<file path="config.mk">
export PLATFORM = sky130hd
export DESIGN_NAME = seg_scan_driver
export DESIGN_NICKNAME = d
export VERILOG_FILES = /design/src/rtl/watch_pkg.sv /design/src/rtl/seg7_decode.sv /design/src/rtl/seg_scan_driver.sv
export SDC_FILE = /design/constraint.sdc
export NUM_CORES = 1
export LEC_CHECK = 0
export BUFFER_PORTS_ARGS = -buffer_cell sky130_fd_sc_hd__buf_2
export CORE_ASPECT_RATIO = 0.5
export CORE_MARGIN = 5
export CORE_UTILIZATION = 58
export DETAILED_ROUTE_END_ITERATION = 16
export GPL_ROUTABILITY_DRIVEN = 0
export GPL_TIMING_DRIVEN = 0
export PLACE_DENSITY = 0.8
export SLEW_MARGIN = 20
export SYNTH_ARGS = -nofsm -noshare
export SYNTH_HDL_FRONTEND = slang
export SYNTH_SLANG_ARGS = --single-unit
</file>
<file path="constraint.sdc">
create_clock -name clk -period 3.81 [get_ports clk]
set_clock_uncertainty 0.1 [all_clocks]
set_input_delay 0.5715 -clock clk [delete_from_list [all_inputs] [get_ports clk]]
set_output_delay 0.5715 -clock clk [all_outputs]
set_load 0.02 [all_outputs]
</file>
<file path="src/rtl/watch_pkg.sv">
`default_nettype none
// ----------------------------------------------------------------------------
// watch_pkg : seven-segment patterns (g..a, active-low) and BCD digit type
// Rev 1.0
// ----------------------------------------------------------------------------
package watch_pkg;

  typedef logic [3:0] bcd_t;

  localparam logic [6:0] SEG_0     = 7'h40;
  localparam logic [6:0] SEG_1     = 7'h79;
  localparam logic [6:0] SEG_2     = 7'h24;
  localparam logic [6:0] SEG_3     = 7'h30;
  localparam logic [6:0] SEG_4     = 7'h19;
  localparam logic [6:0] SEG_5     = 7'h12;
  localparam logic [6:0] SEG_6     = 7'h02;
  localparam logic [6:0] SEG_7     = 7'h78;
  localparam logic [6:0] SEG_8     = 7'h00;
  localparam logic [6:0] SEG_9     = 7'h10;
  localparam logic [6:0] SEG_BLANK = 7'h7F;

  // Code used for digits that have never been loaded; decodes as dark.
  localparam bcd_t BCD_DARK = 4'hF;

  function automatic logic bcd_valid(input bcd_t code);
    return (code <= 4'd9);
  endfunction

endpackage
`default_nettype wire

</file>
<file path="src/rtl/seg7_decode.sv">
`default_nettype none
// ----------------------------------------------------------------------------
// seg7_decode : BCD to active-low seven-segment pattern, with dark override
// Rev 1.0
// ----------------------------------------------------------------------------
module seg7_decode
  import watch_pkg::*;
(
  input  bcd_t       code_i,
  input  logic       dark_i,
  output logic [6:0] seg_n_o
);

  always_comb begin
    seg_n_o = SEG_BLANK;
    if (!dark_i) begin
      case (code_i)
        4'd0:    seg_n_o = SEG_0;
        4'd1:    seg_n_o = SEG_1;
        4'd2:    seg_n_o = SEG_2;
        4'd3:    seg_n_o = SEG_3;
        4'd4:    seg_n_o = SEG_4;
        4'd5:    seg_n_o = SEG_5;
        4'd6:    seg_n_o = SEG_6;
        4'd7:    seg_n_o = SEG_7;
        4'd8:    seg_n_o = SEG_8;
        4'd9:    seg_n_o = SEG_9;
        default: seg_n_o = SEG_BLANK;
      endcase
    end
  end

endmodule
`default_nettype wire

</file>
<file path="src/rtl/seg_scan_driver.sv">
`default_nettype none
// ----------------------------------------------------------------------------
// seg_scan_driver : multiplexed common-anode display driver with frame-aligned
//                   double buffering, blank/blink masks and anode dead time
// Rev 1.0
// ----------------------------------------------------------------------------
module seg_scan_driver
  import watch_pkg::*;
#(
  parameter int NUM_DIGITS   = 6,
  parameter int SCAN_DIV     = 1000,
  parameter int DEAD         = 50,
  parameter int BLINK_FRAMES = 100
) (
  input  logic                    clk,
  input  logic                    rst,
  input  logic [4*NUM_DIGITS-1:0] digits,
  input  logic [NUM_DIGITS-1:0]   dp_mask,
  input  logic [NUM_DIGITS-1:0]   blank_mask,
  input  logic [NUM_DIGITS-1:0]   blink_mask,
  input  logic                    load,
  output logic [6:0]              seg_n,
  output logic                    dp_n,
  output logic [NUM_DIGITS-1:0]   an_n,
  output logic                    frame_done
);

  localparam int PC_W = $clog2(SCAN_DIV);
  localparam int DI_W = (NUM_DIGITS > 1) ? $clog2(NUM_DIGITS) : 1;
  localparam int FC_W = (BLINK_FRAMES > 1) ? $clog2(BLINK_FRAMES) : 1;

  localparam logic [PC_W-1:0] PC_LAST = PC_W'(SCAN_DIV - 1);
  localparam logic [PC_W-1:0] PC_DEAD = PC_W'(DEAD);
  localparam logic [DI_W-1:0] DI_LAST = DI_W'(NUM_DIGITS - 1);
  localparam logic [FC_W-1:0] FC_LAST = FC_W'(BLINK_FRAMES - 1);

  typedef struct packed {
    logic [4*NUM_DIGITS-1:0] digits;
    logic [NUM_DIGITS-1:0]   dp;
    logic [NUM_DIGITS-1:0]   blank;
    logic [NUM_DIGITS-1:0]   blink;
  } disp_buf_t;

  localparam disp_buf_t BUF_RESET = '{
    digits: {NUM_DIGITS{BCD_DARK}},
    dp:     '0,
    blank:  '0,
    blink:  '0
  };

  logic [PC_W-1:0]       pc_q, pc_d;
  logic [DI_W-1:0]       di_q, di_d;
  logic [FC_W-1:0]       fc_q, fc_d;
  logic                  blink_ph_q, blink_ph_d;
  logic                  pending_q, pending_d;
  disp_buf_t             shadow_q, shadow_d;
  disp_buf_t             active_q, active_d;
  logic [6:0]            seg_n_q, seg_n_d;
  logic                  dp_n_q, dp_n_d;
  logic [NUM_DIGITS-1:0] an_n_q, an_n_d;
  logic                  frame_done_q, frame_done_d;

  logic w_pc_wrap;
  logic w_di_wrap;
  logic w_frame;
  logic w_fc_wrap;
  logic w_window;

  assign w_pc_wrap = (pc_q == PC_LAST);
  assign w_di_wrap = (di_q == DI_LAST);
  assign w_frame   = w_pc_wrap & w_di_wrap;
  assign w_fc_wrap = (fc_q == FC_LAST);
  assign w_window  = (pc_q >= PC_DEAD);

  always_comb begin
    pc_d       = w_pc_wrap ? '0 : pc_q + 1'b1;
    di_d       = di_q;
    fc_d       = fc_q;
    blink_ph_d = blink_ph_q;
    if (w_pc_wrap) begin
      di_d = w_di_wrap ? '0 : di_q + 1'b1;
    end
    if (w_frame) begin
      fc_d = w_fc_wrap ? '0 : fc_q + 1'b1;
      if (w_fc_wrap) begin
        blink_ph_d = ~blink_ph_q;
      end
    end
  end

  // A load on the boundary cycle lands in the shadow after the old shadow
  // has been promoted, so pending must stay set for the following frame.
  always_comb begin
    shadow_d  = shadow_q;
    active_d  = active_q;
    pending_d = pending_q;
    if (w_frame && pending_q) begin
      active_d  = shadow_q;
      pending_d = 1'b0;
    end
    if (load) begin
      shadow_d  = '{digits: digits, dp: dp_mask, blank: blank_mask, blink: blink_mask};
      pending_d = 1'b1;
    end
  end

  bcd_t w_code;
  logic w_dp;
  logic w_blank;
  logic w_blink;
  logic w_dark;
  logic [6:0] w_seg_n;

  always_comb begin
    w_code  = BCD_DARK;
    w_dp    = 1'b0;
    w_blank = 1'b0;
    w_blink = 1'b0;
    for (int k = 0; k < NUM_DIGITS; k++) begin
      if (di_q == DI_W'(k)) begin
        w_code  = active_q.digits[4*k +: 4];
        w_dp    = active_q.dp[k];
        w_blank = active_q.blank[k];
        w_blink = active_q.blink[k];
      end
    end
  end

  assign w_dark = w_blank | (w_blink & blink_ph_q) | ~bcd_valid(w_code);

  seg7_decode u_decode (
    .code_i  (w_code),
    .dark_i  (w_dark),
    .seg_n_o (w_seg_n)
  );

  // Dark digits still get their anode so every slot draws the same duty.
  always_comb begin
    seg_n_d      = w_seg_n;
    dp_n_d       = w_dark | ~w_dp;
    frame_done_d = w_frame;
    an_n_d       = '1;
    for (int k = 0; k < NUM_DIGITS; k++) begin
      an_n_d[k] = ~(w_window && (di_q == DI_W'(k)));
    end
  end

  always_ff @(posedge clk) begin
    if (rst) begin
      pc_q         <= '0;
      di_q         <= '0;
      fc_q         <= '0;
      blink_ph_q   <= 1'b0;
      pending_q    <= 1'b0;
      shadow_q     <= BUF_RESET;
      active_q     <= BUF_RESET;
      seg_n_q      <= SEG_BLANK;
      dp_n_q       <= 1'b1;
      an_n_q       <= '1;
      frame_done_q <= 1'b0;
    end else begin
      pc_q         <= pc_d;
      di_q         <= di_d;
      fc_q         <= fc_d;
      blink_ph_q   <= blink_ph_d;
      pending_q    <= pending_d;
      shadow_q     <= shadow_d;
      active_q     <= active_d;
      seg_n_q      <= seg_n_d;
      dp_n_q       <= dp_n_d;
      an_n_q       <= an_n_d;
      frame_done_q <= frame_done_d;
    end
  end

  assign seg_n      = seg_n_q;
  assign dp_n       = dp_n_q;
  assign an_n       = an_n_q;
  assign frame_done = frame_done_q;

endmodule
`default_nettype wire

</file>
## Word-level counts from Yosys, hierarchy flattened

Memories as Yosys holds them, arrays and structs flattened. A register that Yosys moved wholly into a read port is not among the register bits.
Index checks and enable logic that the tools add are counted.

- Bits in registers: 114
- ROM bits: 112
- Memories: 1
- Bits in writable memories: 0
- Bits in latches: 0
- Input bits: 45

- Div/mod/pow operators: 0
- Order comparisons: 2
- Multipliers: 0
- Equal/unequal tests: 7
- Add/sub/neg operators: 3
- Reductions and logical operators: 12
- Multiplexer cells: 28
- Shifts and indexed selects: 0
- Bitwise logic cells: 14

Memories:

| memory | words | bits a word | read ports | clocked after Yosys merged registers in | write ports | line | text |
|---|---|---|---|---|---|---|---|
| (no name shown) | 16 | 7 | 1 | 1 | 0 | seg7_decode.sv:17 | `case (code_i)` |

Operator list:

| kind | count |
|---|---|
| $mux W4 | 6 |
| $mux W1 | 20 |
| $add A10 B1 Y10 const B | 1 |
| $eq A10 B10 Y1 const B | 1 |
| $ge A10 B6 Y1 const B | 1 |
| $not A1 Y1 | 9 |
| $add A7 B1 Y7 const B | 1 |
| $eq A7 B7 Y1 const B | 1 |
| $logic_and A1 B1 Y1 | 7 |
| $mux W7 | 1 |
| $eq A3 B2 Y1 const B | 2 |
| $eq A3 B3 Y1 const B | 2 |
| $le A4 B4 Y1 const B | 1 |
| $reduce_or A2 Y1 | 2 |
| $add A3 B1 Y3 const B | 1 |
| $eq A3 B1 Y1 const B | 1 |
| $logic_not A3 Y1 | 1 |
| $mux W3 | 1 |
| $or A1 B1 Y1 | 3 |
| $and A1 B1 Y1 | 2 |
| $reduce_and A2 Y1 | 1 |
| $reduce_bool A2 Y1 | 1 |

## Logic depth before layout (Yosys ltp)

Gate-level depths: netlist of the first run.

- Depth after elaboration: 11
- Mapped depth: 15
- Gate-level depth less buffers: 11

## Modules after synthesis

Synthesis of the first run repeated with hierarchy kept, for this count alone.

- Cell total of the unflattened synthesis: 569
- Area total of the unflattened synthesis: 5113.7 sq um

Modules (own cells, without submodules):

| module | times used | cells each | area an instance (sq um) |
|---|---|---|---|
| seg_scan_driver | 1 | 536 | 4878.4 |
| seg7_decode | 1 | 33 | 235.2 |

## Least setup slack after synthesis of the first run

No wires, ideal clock.

- Path kind: reg2reg
- Start: register di_q[0]
- End: register seg_n_q[6], in the netlist seg_n[6]
- Data required time: 3.588 ns
- Cell stages (with the launch flop): 14
- Clock period less this slack: 3.077 ns
- Arrival time: 2.855 ns
- Slack: 0.733 ns
- Cells stage by stage: dfxtp_1 -> buf_4 -> buf_4 -> clkbuf_1 -> and2_1 -> ha_1 -> clkbuf_1 -> nor2b_1 -> mux2i_1 -> nand2_1 -> inv_1 -> ha_1 -> or3_1 -> a221o_1

- Longest elaborated chain between the ends: 11

RTL lines:

| what | line | text |
|---|---|---|
| from (decl) | seg_scan_driver.sv:52 | `logic [DI_W-1:0] di_q, di_d;` |
| from (signal assigned) | seg_scan_driver.sv:163 | `di_q <= di_d;` |
| $logic_not A3 Y1 | seg_scan_driver.sv:120 | `if (di_q == DI_W'(k)) begin` |
| $mux W4 / $mux W1 (equally long branches) (6 in a row) | seg_scan_driver.sv:120 |  |
| $le A4 B4 Y1 / $and A1 B1 Y1 (equally long branches) | watch_pkg.sv:26, seg_scan_driver.sv:129 |  |
| $not A1 Y1 / $or A1 B1 Y1 (equally long branches) | seg_scan_driver.sv:129 | `assign w_dark = w_blank \| (w_blink & blink_ph_q) \| ~bcd_valid(w_code);` |
| $or A1 B1 Y1 | seg_scan_driver.sv:129 |  |
| $reduce_or A2 Y1 (no line) | -- |  |
| to (decl) | seg_scan_driver.sv:58 | `logic [6:0] seg_n_q, seg_n_d;` |

Parallel ways exist; a longest one is shown, timed or not.
A chain may end at the register's enable or synchronous reset.

## Final worst setup path of the first run

- Start: register di_q[1]
- End: register seg_n_q[4], in the netlist seg_n[4]

Same word-level chain as after synthesis.

==> results of run 1 <==
-- cell families (layout without fill, tap and decap cells) --
group           count (synthesis)  after routing  synth area share [%]
buf+inv                        44            129                  4.12
xor+xnor                       16             16                  2.80
flops                         121            121                  48.3
compound gates                 85             85                  11.8
fa+ha+maj                       9              9                  2.25
mux                            35             35                  7.06
simple gates                  238            238                  23.6
-- through the flow --
step | utilization, % | worst slack [ns] | cell area (um^2)
floorplan | - | 0.733 | 5010
global placement | 63.7 | 0.0797 | 5450
detailed placement | 63.7 | 0.000779 | 5450
CTS | 69.8 | 0.332 | 5980
global route | 69.8 | 0.00641 | 5980
finish | 69.8 | 0.202 | 5980
-- layout make-up --
cell class	instances	area, um^2
plain buffers	35	173
clock buffers	25	515
clock inverters	3	15.0
fillers	691	2580
inverters	8	30.0
multi-input cells	383	2380
flip-flops and latches	121	2420
well taps	117	146
repair buffers	58	290
-- routing by layer --
metal	vias to the layer above	share of wire, %
met4	0	1.5
met2	111	45
met5	-	0
met3	23	6.4
li1	2025	-
met1	1933	47
-- final timing paths --
path                                          startpoint                   endpoint  slack, ns  cells after the start
worst min register to register  shadow_q[8]$_SDFFE_PP0P_   active_q[8]$_SDFFE_PP0P_       0.35                      2
worst max-delay path                di_q[1]$_SDFFE_PP0N_        seg_n[4]$_SDFF_PP1_       0.20                     12
worst max register to register      di_q[1]$_SDFFE_PP0N_        seg_n[4]$_SDFF_PP1_       0.20                     12
worst min-delay path                           digits[6]  shadow_q[24]$_SDFFE_PP1P_       0.26                      2
-- state kept, by name (all words and copies together) (netlist names) --
register,cells
an_n,6
active_q,42
fc_q,7
frame_done,1
pending_q,1
di_q,3
blink_ph_q,1
pc_q,10
dp_n,1
seg_n,7
shadow_q,42
-- synthesized netlist by cell type (2+ instances only) --
library cell,instances
dfxtp_1,121
clkbuf_1,22
nand2b_1,2
a21o_1,2
buf_2,3
mux2_2,3
nor2_1,49
a221o_1,2
xnor2_1,7
and2_1,2
o21ai_0,5
a211oi_1,2
nand3_1,10
ha_1,9
xor2_1,9
nand4_1,8
buf_4,4
mux2i_1,32
o21bai_1,3
a211o_1,27
a221oi_1,2
a31o_2,2
nor3_1,4
inv_1,8
o211ai_1,3
buf_6,3
buf_1,4
a21oi_1,32
nand2_1,97
nor2b_1,28
and3_1,3
nand3b_1,24
-- power groups by stage --
stage	sequential (mW)	combinational [mW]	clock, mW
after floorplan	1.34	0.0775	0
after CTS	1.32	0.120	1.46
final	1.32	0.119	1.44
after global placement	1.34	0.116	0
after global routing	1.32	0.132	1.53
after detailed placement	1.34	0.118	0
==> flow_metrics.env, run 1 <==
export IMPL_status="finished, final reports clean"
export IMPL_yosysWarnings=0
export IMPL_synth_seq_cells=121
export IMPL_die_h_um=75.7
export IMPL_grt_setup_unrepaired="no"
export IMPL_final_cell_mix="121 x dfxtp_1, 97 x nand2_1, 61 x buf_2"
export IMPL_cpLargestDelayFamily="compound AO/OA/AOI/OAI gates"
export IMPL_cts_hold_buf=0
export IMPL_leakagePower_nw=2.47
export IMPL_finalNonFillerCells=750
export IMPL_detail_route_wirelength_um=11400
export IMPL_fin_crit_sh_pct=94.7
export IMPL_p_clk_share_pct=50.1
export IMPL_p_comb_share_pct=4.1
export IMPL_grt_max_degree=20
export IMPL_worstHoldPathType="input port to register"
export IMPL_synth_edff_count=0
export IMPL_cts_tree="done"
export IMPL_internal_power_mw=2.27
export IMPL_dieArea_um2=10700
export IMPL_clock_latency_ns=0.42
export IMPL_cts_buffer_depth=2
export IMPL_initial_core_util_pct=58.6
export IMPL_vias=4092
export IMPL_drive_gt1_share_pct=16.3
export IMPL_syn_inst=548
export IMPL_crit_chain="clkbuf_1 -> and2_1 -> ha_1 -> buf_1 -> a21oi_1 -> a21oi_1 -> inv_1 -> ha_1 -> nor2_1 -> a21oi_1 -> o211ai_1 -> o21bai_1"
export IMPL_max_freq_mhz=277
export IMPL_seq_area_frac_synth_pct=48.3
export IMPL_netSwitchingPower_mw=0.604
export IMPL_avgSynthCellArea_um2=9.15
export IMPL_report_final_slew_viol_count=0
export IMPL_grt_busiest_layer="met2"
export IMPL_sw_frac_of_total_pct=21.0
export IMPL_vdd_drop_max_v=0.000370
export IMPL_hold_violations=0
export IMPL_crit_slowest_cell="dfxtp_1"
export IMPL_path_clk_slew_ns=0.05
export IMPL_layout_min_cycle_time_ns=3.61
export IMPL_syn_area_um2=5010
export IMPL_cp_required_ns=4.05
export IMPL_synth_ff_type="dfxtp_1"
export IMPL_path_buf_inv=3
export IMPL_io_pins=60
export IMPL_syn_to_final_growth_pct=19.2
export IMPL_wire_per_inst_um=15.2
export IMPL_grt_pass1_wl_um=18500
export IMPL_rows=24
export IMPL_grt_pass1_vias=3793
export IMPL_dpl_hpwl_um=8010
export IMPL_p_per_area_nw_per_um2=482
export IMPL_synth_top_area_cell="dfxtp_1"
export IMPL_crit_arrival_ns=3.85
export IMPL_cts_buffers=17
export IMPL_seqPwrFrac_pct=45.8
export IMPL_nets=678
export IMPL_cts_root_buffer="clkbuf_16"
export IMPL_met3_usage_pct=6.21
export IMPL_antenna_found_initial=0
export IMPL_core_area_um2=8560
export IMPL_max_cap_violations=0
export IMPL_met1_usage_pct=29.8
export IMPL_cts_sinks=121
export IMPL_worstSetupPathType="register to register"
export IMPL_portBuffers=58
export IMPL_worst_path_most_repeated_cell="a21oi_1"
export IMPL_worstSetupEndpointType="register"
export IMPL_ant_nets=0
export IMPL_yosysTopAreaCellShare_pct=48.3
export IMPL_slew_headroom_pct=41.4
export IMPL_dr_pass1_iters=5
export IMPL_post_cts_buffers=0
export IMPL_critical_path_max_stage_delay_ns=0.48
export IMPL_power_mw=2.88
export IMPL_place_inst=723
export IMPL_tightestPinTransition_ns=0.872
export IMPL_drc_errors=0
export IMPL_htree_levels=4
export IMPL_synthesis_nets=602
export IMPL_drt_iter0_markers=287
export IMPL_cp_max_fo=10
export IMPL_use_met2_pct=35.4
export IMPL_grtUsageTotal_pct=22.4
export IMPL_final_common_cell="dfxtp_1"
export IMPL_start_kind="register"
export IMPL_finalSetupViolations=0
export IMPL_ctsResizeCount=0
export IMPL_die_w_um=141
export IMPL_synthTopCellsByArea="dfxtp_1 48%, nand2_1 7.3%, mux2i_1 6.4%"
export IMPL_finalHoldWorstSlack_ns=0.259
export IMPL_n_antenna_cell=0
export IMPL_grt_overflow=0
export IMPL_synth_cell_type_count=48
export IMPL_via_per_inst=5.46
export IMPL_synth_async_reset_ratio_pct=0
export IMPL_setup_tns_ns=0
No activity file was read; power rests on OpenSTA's default activity.
==> run 2, diff against run 1 <==
--- a/config.mk
+++ b/config.mk
@@ -7,7 +7,7 @@
 export LEC_CHECK = 0
 export BUFFER_PORTS_ARGS = -buffer_cell sky130_fd_sc_hd__buf_2
 export CORE_ASPECT_RATIO = 0.5
-export CORE_MARGIN = 5
+export CORE_MARGIN = 2
 export CORE_UTILIZATION = 58
 export DETAILED_ROUTE_END_ITERATION = 16
 export GPL_ROUTABILITY_DRIVEN = 0
==> run 2 against run 1 <==
- setup slack better by 0.037 ns
- highest routed layer unchanged
- largest cell class unchanged
- count of clock-buffer cells in the layout shrank 1
- global-route usage grew 3.8 points
- sequential power barely moved
- critical path depth increased by 2
- utilization increased by 4.6 points
- largest power group unchanged
- die area fell by 12%
- routed wire length up 3.0%
==> flow_metrics.env, run 2 (same netlist as run 1, synthesis figures left out) <==
export IMPL_cts_root_buffer="clkbuf_16"
export IMPL_n_antenna_cell=0
export IMPL_worstSetupEndpointType="register"
export IMPL_cts_tree="done"
export IMPL_cp_endpoint="seg_n[2]$_SDFF_PP1_"
export IMPL_crit_slowest_cell="dfxtp_1"
export IMPL_drt_iter0_markers=282
export IMPL_clock_latency_ns=0.41
export IMPL_crit_arrival_ns=3.77
export IMPL_cts_buffers=17
export IMPL_r2r_slack_ns=0.24
export IMPL_rr_endpoint="seg_n[2]$_SDFF_PP1_"
export IMPL_worstSetupPathType="register to register"
export IMPL_fin_ws_ns=0.239
export IMPL_hold_violations=0
export IMPL_grt_overflow=0
export IMPL_leakagePower_nw=2.53
export IMPL_crit_start="di_q[0]$_SDFFE_PP0N_"
export IMPL_grt_pass1_vias=3918
export IMPL_io_pins=60
export IMPL_dr_pass1_iters=5
export IMPL_fin_area_um2=6110
export IMPL_worstHoldPathType="input port to register"
export IMPL_rows=23
export IMPL_critical_path_max_stage_delay_ns=0.35
export IMPL_cpLargestDelayFamily="simple AND/OR/NAND/NOR gates"
export IMPL_drc_errors=0
export IMPL_drive_gt1_share_pct=16.9
export IMPL_dieArea_um2=9450
export IMPL_syn_to_final_growth_pct=21.8
export IMPL_n_fill_cell=592
export IMPL_portBuffers=58
export IMPL_max_freq_mhz=280
export IMPL_regToRegStartpoint="di_q[0]$_SDFFE_PP0N_"
export IMPL_ant_nets=0
export IMPL_max_cap_violations=0
export IMPL_cts_buffer_depth=2
export IMPL_grtUsageTotal_pct=26.2
export IMPL_rr_worst_depth=14
export IMPL_antenna_found_initial=0
export IMPL_grt_max_degree=17
export IMPL_final_common_cell="dfxtp_1"
export IMPL_finalSetupViolations=0
export IMPL_status="finished, final reports clean"
export IMPL_nets=680
export IMPL_finalNonFillerCells=750
export IMPL_cp_max_fo=10
export IMPL_die_w_um=135
export IMPL_via_per_inst=5.53
export IMPL_start_kind="register"
export IMPL_htree_levels=4
export IMPL_report_final_slew_viol_count=0
export IMPL_place_inst=718
export IMPL_grt_setup_unrepaired="no"
export IMPL_p_per_area_nw_per_um2=526
export IMPL_dp_slack_ns=-0.0450
export IMPL_dpl_hpwl_um=7890
export IMPL_grt_pass1_wl_um=19100
export IMPL_cts_sinks=121
export IMPL_core_area_um2=8200
export IMPL_cp_depth=14
export IMPL_detail_route_wirelength_um=11800
export IMPL_final_core_util_pct=74.5
export IMPL_path_buf_inv=4
export IMPL_final_cell_mix="121 x dfxtp_1, 97 x nand2_1, 61 x buf_2"
export IMPL_tightestPinTransition_ns=0.872
export IMPL_fin_crit_sh_pct=93.7
export IMPL_slew_headroom_pct=41.4
export IMPL_cp_required_ns=4.01
export IMPL_placed_cell_area_um2=5440
export IMPL_crit_chain="buf_4 -> buf_4 -> clkbuf_2 -> and2_1 -> ha_1 -> clkbuf_2 -> nor2_1 -> nand4_1 -> nand2_1 -> ha_1 -> nor2_1 -> a221oi_1 -> o211ai_1 -> a31o_2"
export IMPL_reg_largest_list="active_q (42), shadow_q (42), pc_q (10)"
export IMPL_cts_hold_buf=0
export IMPL_path_clk_slew_ns=0.05
export IMPL_vias=4148
export IMPL_die_h_um=69.7
export IMPL_vdd_drop_max_v=0.000394
export IMPL_initial_core_util_pct=61.1
export IMPL_layout_min_cycle_time_ns=3.57
export IMPL_wire_per_inst_um=15.7
run 2: cell types whose count changed in the layout (fill, tap and decap cells not counted):
cell	before	now
clkinvlp_4	0	1
clkinv_2	3	1
buf_1	5	4
bufinv_16	0	5
clkbuf_2	0	2
buf_4	4	5
clkbuf_8	6	4
clkbuf_1	22	23
run 2: per-stage QoR:
step                total power, mW  hold slack (ns)  TNS, ns
floorplan                      1.42            0.327        0
global placement               1.46            0.342        0
detailed placement             1.46            0.345  -0.0693
CTS                            3.23            0.255        0
global route                   3.31            0.249        0
finish                         3.21            0.260        0
run 2: per-layer routing:
layer  wire, um  up-vias  share of wire (%)  GRT usage, %
met3       1030       17                8.7          9.94
met1       5390     1952                 46          35.2
li1           -     2036                  -             -
met2       5200      143                 44          39.0
met4        141        0                1.2          7.99
met5          0        -                  0          3.33
run 2: worst min path at each step:
stage / startpoint / depth (start not counted) / endpoint
5_1_grt: digits[11] / 2 / shadow_q[29]$_SDFFE_PP1P_
6_report: digits[11] / 2 / shadow_q[29]$_SDFFE_PP1P_
3_5_place_dp: shadow_q[19]$_SDFFE_PP1P_ / 2 / active_q[19]$_SDFFE_PP1P_
3_3_place_gp: shadow_q[6]$_SDFFE_PP0P_ / 2 / active_q[6]$_SDFFE_PP0P_
4_1_cts: digits[11] / 2 / shadow_q[29]$_SDFFE_PP1P_
2_1_floorplan: shadow_q[29]$_SDFFE_PP1P_ / 1 / active_q[29]$_SDFFE_PP1P_
run 2: final cells by class:
| class | count | area (um^2) | area share [%] |
|---|---|---|---|
| sequential | 121 | 2420 | 39.7 |
| multi-input combinational | 383 | 2380 | 39.0 |
| clock buffer | 24 | 492 | 8.05 |
| timing repair buffer | 59 | 298 | 4.88 |
| buffer | 36 | 179 | 2.93 |
| clock inverter | 7 | 163 | 2.66 |
| tap | 112 | 140 | 2.29 |
| inverter | 8 | 30.0 | 0.492 |
run 2: where the power goes:
group	internal (mW)	switching [mW]	total, mW
logic	0.0593	0.0624	0.122
registers	1.30	0.0193	1.32
clock network	1.23	0.549	1.77
run 2: what timing repair did:
action | 4_1_cts | 5_1_grt
pin swaps | 1 | 0
setup buffers | 1 | 0
gates resized for setup | 0 | 4
gates cloned | 0 | 0
endpoints found under the setup margin | 4 | 8
